`config.mk`:
```
export PLATFORM = sky130hd
export DESIGN_NAME = calc_disp_ctrl
export DESIGN_NICKNAME = d
export VERILOG_FILES = /design/src/rtl/calc_disp_ctrl.sv
export SDC_FILE = /design/constraint.sdc
export NUM_CORES = 1
export LEC_CHECK = 0
export ABC_AREA = 1
export CORE_ASPECT_RATIO = 1.75
export CORE_UTILIZATION = 59
export CTS_BUF_LIST = sky130_fd_sc_hd__clkbuf_16
export CTS_CLUSTER_SIZE = 25
export DETAILED_ROUTE_END_ITERATION = 8
export HOLD_SLACK_MARGIN = 0.06
export PLACE_DENSITY_LB_ADDON = 0.15
export SETUP_SLACK_MARGIN = 0.1
export SYNTH_ARGS = -nofsm -noshare
export SYNTH_HDL_FRONTEND = slang
export SYNTH_SLANG_ARGS = --single-unit
export TNS_END_PERCENT = 50
```
`constraint.sdc`:
```
create_clock -name clk -period 4.2 [get_ports clk]
set_clock_uncertainty 0.15 [all_clocks]
set_input_delay 0.84 -clock clk [delete_from_list [all_inputs] [get_ports clk]]
set_output_delay 0.84 -clock clk [all_outputs]
set_load 0.02 [all_outputs]
```
`src/rtl/calc_disp_ctrl.sv`:
```
// calc_disp_ctrl: signed value -> BCD (double-dabble, one bit per cycle) ->
// NDIG seven-segment digit codes (0-9 numerals, 4'b1010 blank, 4'b1011 minus).
// Build option: define CALC_DISP_LZB_EN for leading-zero blanking with a
// floating minus sign; otherwise all digits are shown and minus sits in the
// top digit.
module calc_disp_ctrl #(
    parameter int WIDTH = 8,
    parameter int NDIG  = 4
) (
    input  logic              clk,
    input  logic              reset,
    input  logic              start,
    input  logic [WIDTH-1:0]  value,
    output logic              busy,
    output logic              done,
    output logic              ovf,
    output logic [4*NDIG-1:0] digits
);

    localparam int BW = 4 * NDIG;
    localparam int CW = $clog2(WIDTH);
    localparam logic [3:0] DIG_BLANK = 4'b1010;
    localparam logic [3:0] DIG_MINUS = 4'b1011;

    typedef enum logic [1:0] {
        S_IDLE = 2'd0,
        S_CONV = 2'd1,
        S_FMT  = 2'd2
    } state_t;

    state_t          r_state;
    state_t          w_state_nxt;
    logic            w_start_acc;
    logic            w_conv_last;

    logic [WIDTH-1:0] r_mag;
    logic [BW-1:0]    r_bcd;
    logic             r_sign;
    logic             r_bcd_ovf;
    logic [CW-1:0]    r_cnt;
    logic [BW-1:0]    w_bcd_adj;

    logic [BW-1:0]    w_fmt_digits;
    logic             w_fmt_ovf;

    logic             r_busy;
    logic             r_done;
    logic             r_ovf;
    logic [BW-1:0]    r_digits;

    // Add 3 to every BCD nibble that is 5 or more (pre-shift correction).
    function automatic logic [BW-1:0] dd_adjust(input logic [BW-1:0] bcd);
        logic [BW-1:0] res;
        res = bcd;
        for (int i = 0; i < NDIG; i++) begin
            if (bcd[4*i +: 4] >= 4'd5) begin
                res[4*i +: 4] = bcd[4*i +: 4] + 4'd3;
            end else begin
                res[4*i +: 4] = bcd[4*i +: 4];
            end
        end
        return res;
    endfunction

    assign w_bcd_adj   = dd_adjust(r_bcd);
    assign w_conv_last = (r_cnt == CW'(WIDTH - 1));

    // FSM state register.
    always_ff @(posedge clk) begin
        if (reset) begin
            r_state <= S_IDLE;
        end else begin
            r_state <= w_state_nxt;
        end
    end

    // FSM next-state logic; start is only honoured in IDLE.
    always_comb begin
        w_state_nxt = r_state;
        w_start_acc = 1'b0;
        case (r_state)
            S_IDLE: begin
                if (start) begin
                    w_state_nxt = S_CONV;
                    w_start_acc = 1'b1;
                end else begin
                    w_state_nxt = S_IDLE;
                end
            end
            S_CONV: begin
                if (w_conv_last) begin
                    w_state_nxt = S_FMT;
                end else begin
                    w_state_nxt = S_CONV;
                end
            end
            S_FMT:   w_state_nxt = S_IDLE;
            default: w_state_nxt = S_IDLE;
        endcase
    end

    // Conversion datapath: capture sign/magnitude, then one double-dabble step per CONV cycle.
    always_ff @(posedge clk) begin
        if (reset) begin
            r_mag     <= '0;
            r_bcd     <= '0;
            r_sign    <= 1'b0;
            r_bcd_ovf <= 1'b0;
            r_cnt     <= '0;
        end else if (w_start_acc) begin
            // Two's-complement negate in WIDTH bits; the most negative value
            // maps to 2^(WIDTH-1), which is correct as an unsigned magnitude.
            r_sign    <= value[WIDTH-1];
            r_mag     <= value[WIDTH-1] ? (~value + WIDTH'(1'b1)) : value;
            r_bcd     <= '0;
            r_bcd_ovf <= 1'b0;
            r_cnt     <= '0;
        end else if (r_state == S_CONV) begin
            r_bcd     <= {w_bcd_adj[BW-2:0], r_mag[WIDTH-1]};
            r_mag     <= {r_mag[WIDTH-2:0], 1'b0};
            r_bcd_ovf <= r_bcd_ovf | w_bcd_adj[BW-1];
            r_cnt     <= r_cnt + CW'(1);
        end else begin
            r_mag     <= r_mag;
            r_bcd     <= r_bcd;
            r_sign    <= r_sign;
            r_bcd_ovf <= r_bcd_ovf;
            r_cnt     <= r_cnt;
        end
    end

`ifdef CALC_DISP_LZB_EN
    localparam int NW = $clog2(NDIG + 1);
    logic [NW-1:0] w_nsig;

    // Formatting with leading-zero blanking and a floating minus sign.
    always_comb begin
        w_nsig       = NW'(1);
        w_fmt_digits = '0;
        w_fmt_ovf    = 1'b0;
        for (int i = 0; i < NDIG; i++) begin
            if (r_bcd[4*i +: 4] != 4'd0) begin
                w_nsig = NW'(i + 1);
            end else begin
                w_nsig = w_nsig;
            end
        end
        for (int i = 0; i < NDIG; i++) begin
            if (NW'(i) < w_nsig) begin
                w_fmt_digits[4*i +: 4] = r_bcd[4*i +: 4];
            end else if (r_sign && (NW'(i) == w_nsig)) begin
                w_fmt_digits[4*i +: 4] = DIG_MINUS;
            end else begin
                w_fmt_digits[4*i +: 4] = DIG_BLANK;
            end
        end
        // No room left for the minus sign counts as overflow.
        w_fmt_ovf = r_bcd_ovf | (r_sign && (w_nsig == NW'(NDIG)));
        if (w_fmt_ovf) begin
            w_fmt_digits = {NDIG{DIG_MINUS}};
        end else begin
            w_fmt_digits = w_fmt_digits;
        end
    end
`else
    // Formatting without blanking: all digits shown, minus fixed in the top digit.
    always_comb begin
        w_fmt_digits = r_bcd;
        w_fmt_ovf    = r_bcd_ovf | (r_sign && (r_bcd[BW-1 -: 4] != 4'd0));
        w_fmt_digits[BW-1 -: 4] = r_sign ? DIG_MINUS : r_bcd[BW-1 -: 4];
        if (w_fmt_ovf) begin
            w_fmt_digits = {NDIG{DIG_MINUS}};
        end else begin
            w_fmt_digits = w_fmt_digits;
        end
    end
`endif

    // Registered outputs: busy tracks non-IDLE, done pulses one cycle after FMT with new digits.
    always_ff @(posedge clk) begin
        if (reset) begin
            r_busy   <= 1'b0;
            r_done   <= 1'b0;
            r_ovf    <= 1'b0;
            r_digits <= {NDIG{DIG_BLANK}};
        end else begin
            r_busy <= (w_state_nxt != S_IDLE);
            r_done <= (r_state == S_FMT);
            if (r_state == S_FMT) begin
                r_digits <= w_fmt_digits;
                r_ovf    <= w_fmt_ovf;
            end else begin
                r_digits <= r_digits;
                r_ovf    <= r_ovf;
            end
        end
    end

    assign busy   = r_busy;
    assign done   = r_done;
    assign ovf    = r_ovf;
    assign digits = r_digits;

endmodule
```
==> summary.md, run 1 <==
| Metric | Value |
|---|---|
| Antenna Cells | 0 |
| Vias in the first global route | 2,002 |
| Layout cells sized above 1 | 6.30% |
| Core area | 3900 um^2 |
| Slowest-stage cell, CP | clkdlybuf4s50_1 |
| Via count | 2,117 |
| R2r startpoint | r_bcd[12]$_SDFFE_PP0N_ |
| Nets | 371 |
| Die W | 50.3 um |
| I/O pins | 30 |
| GR peak layer | met2 |
| Buffers inserted by post-CTS timing repair | 0 |
| YS warnings | 0 |
| Combinational share of power | 9.5% |
| Startpoint types | input port |
| Total wire length | 5.32 mm |
| Buffers on Ports | 29 |
| First-pass GRT wire length | 8.83 mm |
| WP data required | 4.21 ns |
| Syn Area/Cell | 7.47 um^2 |
| Worst-path clk slew | 0.06 ns |
| Final Util | 72.8% |
| R2r worst-path depth | 7 |
| RSZ-0062 raised after global routing | false |
| Hold crit path type | flop to flop |
| Power per cell area | 362 nW/um^2 |
| Reg2Reg Setup Slack | 2.49 ns |
| Tcrit/Tclk final | 58.0% |
| Fillcell total | 322 |
| Drt wl/cell | 13.4 um |
| Met2 Resource Use GR | 51.0% |
| Cells after Synth | 322 |
| Sequential power share | 48.2% |
| Peak supply drop | 330 uV |
| Leakage | 0.00127 uW |
| Post-synth cell types | 29 |
| H-tree Lvls | 2 |
| Critical path endpoint category | flop |
| Layout overhead on the synthesized area | 18.2% |
| CTS sink count | 50 |
| Switching power | 232 uW |
| Synth area leader | dfxtp_1 |
| Final setup viols | 0 |
| Fmax | 0.411 GHz |
| Starting Density | 61.6% |
| Count leader, synth | nand2_1 |
| Largest net degree at the start of global routing | 31 |
| Cell Chain, Critical Path | clkdlybuf4s50_1 > inv_2 > nand2_4 > clkinv_2 > o21ai_0 > a31oi_1 |
| Overflow after GRT | 0 |
| Outcome | completed |
| Cts bufs inserted | 5 |
| Total power | 1030 uW |
| Pre-antenna DRT Iters | 4 |
| Worst-Margin Slew | 0.499 ns |
| Multi-input gate area | 1160 um^2 |
| Met1 Resource Use GR | 28.0% |
| Sw frac | 22.5% |
| Share of the synthesized area in the top cell type | 41.6% |
| Detailed placement HPWL | 3.80 mm |
| Mapped Area | 2400 um^2 |
| Reg area | 1000 um^2 |
| P_int | 798 uW |
| Critical path fanouts, max | 18 |
| Final Hold Vio Count | 0 |
| EDFF count, synth | 0 |
| Syn nets | 344 |
| Max Cap Viol | 0 |
| Starting DRT DRC Count | 54 |
| RR Endpoint | digits[0]$_SDFFE_PP0P_ |
| Critical setup path kind | input port to flop |
| Main flop type after synthesis | dfxtp_1 |
| Placer Congestion | 0.792 |
| Met3 Track Usage GR | 3.68% |
| Hold-fix buffers, CTS | 0 |
| Synth area leaders | dfxtp_1, nand2_1, a21oi_1 |
| Max-slew headroom | 66.6% |
| Crit path to | r_bcd[14]$_SDFFE_PP0N_ |
| Slowest Stage Delay on Critical Path | 0.78 ns |
| Synth cell count leaders | nand2_1, dfxtp_1, inv_1, a21oi_1, o21ai_0 |
| Vias per cell | 5.33 |
| Max Transition Viols Final | 0 |
| Post-CTS Resized | 0 |
| Seq/Total Area, Yosys | 41.6% |
| Initial antenna violation count | 0 |
| GRT Util Overall | 26.8% |
| Row count | 30 |
| Clk buf depth | 2 |
| Crit path launch | reset |
| Routed Antenna Nets | 0 |
| CTS tree | done |
| Final setup TNS | 0 ns |
| Clock share of power | 42.3% |
| WP data arrival | 2.45 ns |
| Die Footprint | 4350 um^2 |
| Min Tclk post-route | 2.43 ns |
| Async S/R FF share, synth | 0% |
| Drt drc | 0 |
| Clk_lat worst skew | 0.28 ns |
| Root Buffer | clkbuf_16 |
| Yosys reg bits | 50 |
| Die height | 86.5 um |
per-stage QoR:
step,setup slack [ns],instances,cell area [um^2],hold slack [ns]
floorplan,2.41,322,2400,0.285
global placement,1.51,390,2680,0.301
detailed placement,1.48,390,2680,0.308
CTS,1.77,397,2840,0.317
global route,1.63,397,2840,0.335
finish,1.77,397,2840,0.313
kinds of logic (layout without fill, tap and decap cells):
| kind of cell | after synthesis | after routing | synth area share [%] |
|---|---|---|---|
| simple gates | 128 | 128 | 22.7 |
| compound gates | 71 | 71 | 16.4 |
| buf+inv | 52 | 79 | 9.94 |
| flops | 50 | 50 | 41.6 |
| fa+ha+maj | 11 | 11 | 5.72 |
| xor+xnor | 10 | 10 | 3.64 |
critical path: cells and delay by family:
kind                   cells  cell delay (ns)
buffers and inverters      3             1.17
and+or+nand+nor            1             0.27
AOI/OAI and AO/OA          2             0.15
cell usage in the layout (no fill, tap or decap), types with 2 or more instances in the layout:
master	n
nand2_2	2
ha_1	11
o21ai_0	18
a21oi_1	31
nor2_1	17
o22ai_1	9
nand2_1	87
xor2_1	9
clkdlybuf4s50_1	29
inv_2	6
nand3_1	17
o21ai_1	5
dfxtp_1	50
o221ai_1	3
inv_1	34
inv_4	2
clkbuf_16	5
nand2_4	3
cell type report:
type	instances	area share, %
multi-input cells	220	41.0
flip-flops and latches	50	35.2
repair buffers	29	10.2
inverters	43	5.90
clock buffers	5	4.40
well taps	48	2.11
clock inverters	2	1.19
power groups by stage:
stage / Clock [uW] / Sequential (uW) / Combinational [uW]
final: 435 / 497 / 98.1
after global routing: 459 / 498 / 111
after CTS: 441 / 497 / 98.8
after detailed placement: 0 / 507 / 98.0
after global placement: 0 / 507 / 95.2
after floorplan: 0 / 506 / 74.3
metal layers:
layer	share of wire (%)	vias up	wire length [um]
met2	56	31	2980
met4	1.1	0	57
met5	0	-	0
li1	-	1094	-
met1	40	985	2150
met3	2.5	7	132
state kept, by name (all words and copies together), names as in the netlist:
name	count
digits	16
r_bcd	16
r_mag	8
r_cnt	3
r_state	2
busy	1
done	1
ovf	1
r_bcd_ovf	1
r_sign	1
worst min path at each step:
stage / from / end / slack (ns) / cells past startpoint
2_1_floorplan: r_mag[7]$_SDFFE_PP0P_ / r_bcd[0]$_SDFFE_PP0N_ / 0.29 / 2
3_3_place_gp: r_mag[7]$_SDFFE_PP0P_ / r_bcd[0]$_SDFFE_PP0N_ / 0.30 / 2
5_1_grt: digits[10]$_SDFFE_PP0P_ / digits[10]$_SDFFE_PP0P_ / 0.33 / 2
3_5_place_dp: r_mag[6]$_SDFFE_PP0P_ / r_mag[6]$_SDFFE_PP0P_ / 0.31 / 2
4_1_cts: r_mag[6]$_SDFFE_PP0P_ / r_mag[6]$_SDFFE_PP0P_ / 0.32 / 2
6_report: r_mag[6]$_SDFFE_PP0P_ / r_mag[6]$_SDFFE_PP0P_ / 0.31 / 2
No activity file was read; power rests on OpenSTA's default activity.
==> run 2, diff against run 1 <==
--- a/config.mk
+++ b/config.mk
@@ -7,7 +7,7 @@
 export LEC_CHECK = 0
 export ABC_AREA = 1
 export CORE_ASPECT_RATIO = 1.75
-export CORE_UTILIZATION = 59
+export CORE_UTILIZATION = 49
 export CTS_BUF_LIST = sky130_fd_sc_hd__clkbuf_16
 export CTS_CLUSTER_SIZE = 25
 export DETAILED_ROUTE_END_ITERATION = 8
==> constraint.sdc (replaced) <==
create_clock -name clk -period 2 [get_ports clk]
set_clock_uncertainty 0.15 [all_clocks]
set_input_delay 0.4 -clock clk [delete_from_list [all_inputs] [get_ports clk]]
set_output_delay 0.4 -clock clk [all_outputs]
set_load 0.02 [all_outputs]
==> run 2 against run 1 <==
  * Register-to-register slack got worse by 2.2 ns
  * Worst setup slack got worse by 1.6 ns
  * Sequential cell count unchanged
  * Largest cell class unchanged
  * Routed wire length is 4.2% lower
  * Sequential share of layout area down 0.32 points
==> summary.md, run 2 (synthesis gave the netlist of run 1 again) <==
| Metric | Value |
|---|---|
| Overflow after GRT | 0 (unchanged) |
| Buffers on Ports | 29 (unchanged) |
| Total wire length | 5.10 mm (-4.2%) |
| GRT Util Overall | 22.5% (-4.3 points) |
| Final setup viols | 0 (unchanged) |
| Peak supply drop | 680 uV (+110%) |
| Largest net degree at the start of global routing | 22 (-29%) |
| Reg2Reg Setup Slack | 0.33 ns (-2.16 ns) |
| Cts bufs inserted | 5 (unchanged) |
| Slowest Stage Delay on Critical Path | 0.62 ns (-0.16 ns) |
| Cell Chain, Critical Path | clkdlybuf4s50_1 |
| WP data required | 1.45 ns (-2.76 ns) |
| Instance count on the critical path | 1 (-5) |
| Final setup TNS | 0 ns (unchanged) |
| RR Endpoint | digits[0]$_SDFFE_PP0P_ |
| Critical path endpoint category | primary output |
| Cell area after layout | 2870 um^2 (+0.92%) |
| Worst-Margin Slew | 0.349 ns (-0.151 ns) |
| Hold Crit Depth | 2 (unchanged) |
| Drt drc | 0 (unchanged) |
| R2r startpoint | r_bcd[12]$_SDFFE_PP0N_ |
| Tcrit/Tclk final | 89.9% |
| H-tree Lvls | 2 (unchanged) |
| RSZ-0062 raised after global routing | false |
| Post-CTS Resized | 0 (unchanged) |
| Routed Antenna Nets | 0 (unchanged) |
| Layout cells sized above 1 | 7.89% (+1.6 points) |
| Max Transition Viols Final | 0 (unchanged) |
| Vias per cell | 5.13 (-3.8%) |
| Dpl ws | 0.0790 ns (-1.40 ns) |
| Fmax | 0.556 GHz |
| WP data arrival | 1.25 ns (-1.20 ns) |
| Nets | 376 (+1.3%) |
| Most frequent cells in the layout | nand2_1, dfxtp_1, inv_1, a21oi_1, clkdlybuf4s50_1 |
| Clk_lat worst skew | 0.28 ns (about the same) |
| Starting Density | 51.1% (-11 points) |
| Hold EP | r_mag[4]$_SDFFE_PP0P_ |
| Placer Congestion | 0.743 (-6.2%) |
| Total power | 2070 uW (+100%) |
| Initial antenna violation count | 0 (unchanged) |
| Most common cell after layout, fill and taps aside | nand2_1 |
| CTS tree | done |
| Leakage | 0.00129 uW (+1.7%) |
| Clk buf depth | 2 (unchanged) |
| Die height | 94.7 um (+9.5%) |
| Via count | 2,088 (-1.4%) |
| Row count | 33 (+10%) |
| Slowest-stage cell, CP | clkdlybuf4s50_1 |
| GR peak layer | met2 |
| Critical path fanouts, max | 2 (-16) |
| Layout overhead on the synthesized area | 19.3% |
| Met3 Track Usage GR | 3.86% (+0.18 points) |
| Detailed placement HPWL | 3.81 mm (+0.29%) |
| Root Buffer | clkbuf_16 |
| Max-slew headroom | 76.8% (+10 points) |
| Hold_ws | 0.317 ns (+0.00395 ns) |
| Final Hold Vio Count | 0 (unchanged) |
| Buffers inserted by post-CTS timing repair | 0 (unchanged) |
| Starting DRT DRC Count | 41 (-24%) |
| Hold crit path type | flop to flop |
| HP Start | r_mag[4]$_SDFFE_PP0P_ |
| Min Tclk post-route | 1.80 ns |
| Met1 Resource Use GR | 23.7% (-4.3 points) |
| Met2 Resource Use GR | 42.4% (-8.7 points) |
| First-pass GRT wire length | 8.60 mm (-2.7%) |
| Power per cell area | 722 nW/um^2 (+99%) |
| R2r worst-path depth | 7 (unchanged) |
| Die W | 55.0 um (+9.3%) |
| Final worst slack | 0.201 ns (-1.56 ns) |
| Top cell family by delay on the critical path | buffers and inverters |
| Critical setup path kind | flop to primary output |
| Startpoint types | flop |
| Outcome | completed |
| I/O pins | 30 (unchanged) |
| Hold-fix buffers, CTS | 0 (unchanged) |
| Vias in the first global route | 1,972 (-1.5%) |
| Placed cell area | 2730 um^2 (+1.6%) |
| Core area | 4710 um^2 (+21%) |
| Buffers plus inverters on the worst setup path | 1 (-2) |
| Worst-path clk slew | 0.06 ns (about the same) |
| Max Cap Viol | 0 (unchanged) |
| Drt wl/cell | 12.5 um (-6.5%) |
| CTS sink count | 50 (unchanged) |
| Antenna Cells | 0 (unchanged) |
| Pre-antenna DRT Iters | 4 (unchanged) |
| Die Footprint | 5200 um^2 (+20%) |
==> run 2: area by class of cell <==
type | count | area, um^2
Fill cell | 457 | 1840
Multi-Input combinational cell | 220 | 1160
Sequential cell | 50 | 1000
Timing Repair Buffer | 34 | 328
Inverter | 43 | 168
Clock buffer | 5 | 125
Tap cell | 52 | 65.1
Clock inverter | 3 | 17.5
==> run 2: where the power goes <==
group | internal, uW | switching (uW) | leakage, uW
combinational | 81.8 | 132 | 0.000811
clock | 459 | 355 | 0.0000750
sequential | 1020 | 19.7 | 0.000406
total | 1560 | 507 | 0.00129
==> run 2: metal layers <==
metal  vias to the layer above  wire length, um
li1                       1103                -
met1                       946             2040
met2                        32             2840
met3                         7              152
met4                         0               70
met5                         -                0
==> run 2: per-stage QoR <==
| step | cells | util, % |
|---|---|---|
| CTS | 407 | 61.0 |
| floorplan | 322 | - |
| global placement | 399 | 57.9 |
| global route | 407 | 61.0 |
| finish | 407 | 61.0 |
| detailed placement | 399 | 57.9 |
==> run 2: worst max-delay path by stage <==
stage                                       start                     end  slack (ns)
after global routing       r_bcd[12]$_SDFFE_PP0N_  digits[4]$_SDFFE_PP0P_        0.10
after detailed placement                 value[0]   r_mag[6]$_SDFFE_PP0P_        0.08
after CTS                 digits[15]$_SDFFE_PP1P_              digits[15]        0.20
after global placement                   value[0]   r_mag[6]$_SDFFE_PP0P_        0.12
after floorplan            r_bcd[12]$_SDFFE_PP0N_  r_bcd[13]$_SDFFE_PP0N_        0.61
final                     digits[15]$_SDFFE_PP1P_              digits[15]        0.20
==> run 3, diff against run 2 <==
--- a/config.mk
+++ b/config.mk
@@ -7,6 +7,7 @@
 export LEC_CHECK = 0
 export ABC_AREA = 1
 export CORE_ASPECT_RATIO = 1.75
+export CORE_MARGIN = 4
 export CORE_UTILIZATION = 49
 export CTS_BUF_LIST = sky130_fd_sc_hd__clkbuf_16
 export CTS_CLUSTER_SIZE = 25
==> run 3 against run 2 <==
  * Global-route usage fell by 3.4 points
  * Fmax barely moved
  * Final cell count fell by 0.25%
  * Total power fell by 0.71%
  * Final area fell by 0.26%
  * First-iteration DRC count rose by 54%
  * Sequential share of layout area rose by 0.092 points
  * Clock-buffer cell count did not move
  * Largest cell class unchanged
  * Highest routed layer unchanged
==> summary.md, run 3 (synthesis gave the netlist of run 1 again) <==
| Metric | Value |
|---|---|
| Power per cell area | 718 nW/um^2 (-0.45%) |
| Buffers on Ports | 29 (unchanged) |
| Drt drc | 0 (unchanged) |
| First-pass GRT wire length | 8.93 mm (+3.9%) |
| R2r startpoint | r_bcd[12]$_SDFFE_PP0N_ |
| Starting Density | 51.1% (unchanged) |
| Max-slew headroom | 75.3% (-1.4 points) |
| Sequential power share | 50.8% (+0.4 points) |
| Cts bufs inserted | 5 (unchanged) |
| Critical path endpoint category | primary output |
| CTS tree | done |
| Largest net degree at the start of global routing | 19 (-14%) |
| H-tree Lvls | 2 (unchanged) |
| Hold-fix buffers, CTS | 0 (unchanged) |
| Overflow after GRT | 0 (unchanged) |
| Cell Chain, Critical Path | clkdlybuf4s50_1 |
| Vias per cell | 5.23 (+2.0%) |
| Die W | 61.0 um (+11%) |
| I/O pins | 30 (unchanged) |
| Most common cell after layout, fill and taps aside | nand2_1 |
| Min Tclk post-route | 1.80 ns (+0.000529 ns) |
| Antenna Cells | 0 (unchanged) |
| Buffers plus inverters on the worst setup path | 1 (unchanged) |
| Clk_lat worst skew | 0.28 ns (about the same) |
| Drt wl/cell | 13.0 um (+3.8%) |
| Nets | 376 (unchanged) |
| Final Hold Vio Count | 0 (unchanged) |
| Reg2Reg Setup Slack | 0.36 ns (+0.03 ns) |
| Hold Crit Depth | 2 (unchanged) |
| Hold crit path type | flop to flop |
| Buffers inserted by post-CTS timing repair | 0 (unchanged) |
| Met1 Resource Use GR | 20.0% (-3.7 points) |
| Fmax | 0.556 GHz (about the same) |
| Detailed placement HPWL | 3.93 mm (+3.2%) |
| WP data required | 1.45 ns (about the same) |
| Starting DRT DRC Count | 63 (+54%) |
| Worst-Margin Slew | 0.370 ns (+0.0217 ns) |
| Critical setup path kind | flop to primary output |
| Most frequent cells in the layout | nand2_1, dfxtp_1, inv_1, a21oi_1, clkdlybuf4s50_1 |
| Placer Congestion | 0.876 (+18%) |
| Instance count on the critical path | 1 (unchanged) |
| Root Buffer | clkbuf_16 |
| Max Cap Viol | 0 (unchanged) |
| Crit path to | digits[10] |
| Core area | 4710 um^2 (unchanged) |
| Met2 Resource Use GR | 34.3% (-8.1 points) |
| Final Non-Filler Cells | 406 (-0.25%) |
| Crit path launch | digits[10]$_SDFFE_PP0P_ |
| Tcrit/Tclk final | 90.0% (about the same) |
| Routed Antenna Nets | 0 (unchanged) |
| Layout cells sized above 1 | 7.91% (+0.022 points) |
| Met3 Track Usage GR | 3.72% (-0.15 points) |
| Slowest-stage cell, CP | clkdlybuf4s50_1 |
| Sw frac | 24.3% (-0.20 points) |
| Layout overhead on the synthesized area | 19.0% |
| Total wire length | 5.28 mm (+3.5%) |
| GRT Util Overall | 19.1% (-3.4 points) |
| Slowest Stage Delay on Critical Path | 0.62 ns (about the same) |
| Leakage | 0.00129 uW (-0.43%) |
| Placed Cells | 399 (unchanged) |
| Worst-path clk slew | 0.06 ns (about the same) |
| R2r worst-path depth | 7 (unchanged) |
| Row count | 33 (unchanged) |
| P_int | 1560 uW (-0.45%) |
| Clock share of power | 38.8% (-0.5 points) |
| Max Transition Viols Final | 0 (unchanged) |
| Switching power | 499 uW (-1.5%) |
| Peak supply drop | 603 uV (-11%) |
| Startpoint types | flop |
| Critical path fanouts, max | 2 (unchanged) |
| CTS sink count | 50 (unchanged) |
| WP data arrival | 1.25 ns (about the same) |
| RSZ-0062 raised after global routing | false |
| Top cell family by delay on the critical path | buffers and inverters |
| Pre-antenna DRT Iters | 4 (unchanged) |
| Via count | 2,124 (+1.7%) |
| RR Endpoint | digits[8]$_SDFFE_PP0P_ |
| Total power | 2060 uW (-0.71%) |
| Outcome | completed |
| Post-CTS Resized | 0 (unchanged) |
| Die height | 101 um (+6.3%) |
| GR peak layer | met2 |
| Final setup viols | 0 (unchanged) |
| Vias in the first global route | 2,081 (+5.5%) |
| Die Footprint | 6140 um^2 (+18%) |
| Combinational share of power | 10.5% (+0.2 points) |
| Clk buf depth | 2 (unchanged) |
| Initial antenna violation count | 0 (unchanged) |
| Final setup TNS | 0 ns (unchanged) |
[run 3: final cells by class]
class	instances	area [um^2]
fillers	433	1850
multi-input cells	220	1160
flip-flops and latches	50	1000
repair buffers	34	328
inverters	43	168
clock buffers	5	125
well taps	52	65.1
clock inverters	2	10.0
[run 3: routing by layer]
metal  share of wire (%)  wire length [um]
met5                   0                 0
met4                 2.5               131
met1                  41              2170
met3                 3.0               157
met2                  53              2820
[run 3: worst min-delay path by stage]
stage,start,slack [ns],to
floorplan,r_mag[7]$_SDFFE_PP0P_,0.29,r_bcd[0]$_SDFFE_PP0N_
global placement,r_mag[4]$_SDFFE_PP0P_,0.30,r_mag[4]$_SDFFE_PP0P_
detailed placement,r_mag[7]$_SDFFE_PP0P_,0.31,r_bcd[0]$_SDFFE_PP0N_
CTS,r_mag[7]$_SDFFE_PP0P_,0.32,r_bcd[0]$_SDFFE_PP0N_
global route,r_mag[3]$_SDFFE_PP0P_,0.33,r_mag[3]$_SDFFE_PP0P_
finish,digits[6]$_SDFFE_PP0P_,0.32,digits[6]$_SDFFE_PP0P_
[run 3: stage by stage]
stage	utilization, %	cell area [um^2]	setup WS (ns)	hold slack (ns)
global placement	57.9	2730	0.113	0.303
CTS	60.8	2860	0.193	0.319
finish	60.8	2860	0.201	0.317
global route	60.8	2860	0.159	0.332
floorplan	-	2400	0.607	0.285
detailed placement	57.9	2730	0.0814	0.308
[run 3: power by group through the flow]
| stage | Combinational (uW) | Sequential, uW | Clock, uW |
|---|---|---|---|
| after CTS | 219 | 1040 | 821 |
| final | 215 | 1040 | 797 |
| after floorplan | 156 | 1060 | 0 |
| after global placement | 215 | 1070 | 0 |
| after global routing | 247 | 1050 | 860 |
| after detailed placement | 217 | 1070 | 0 |
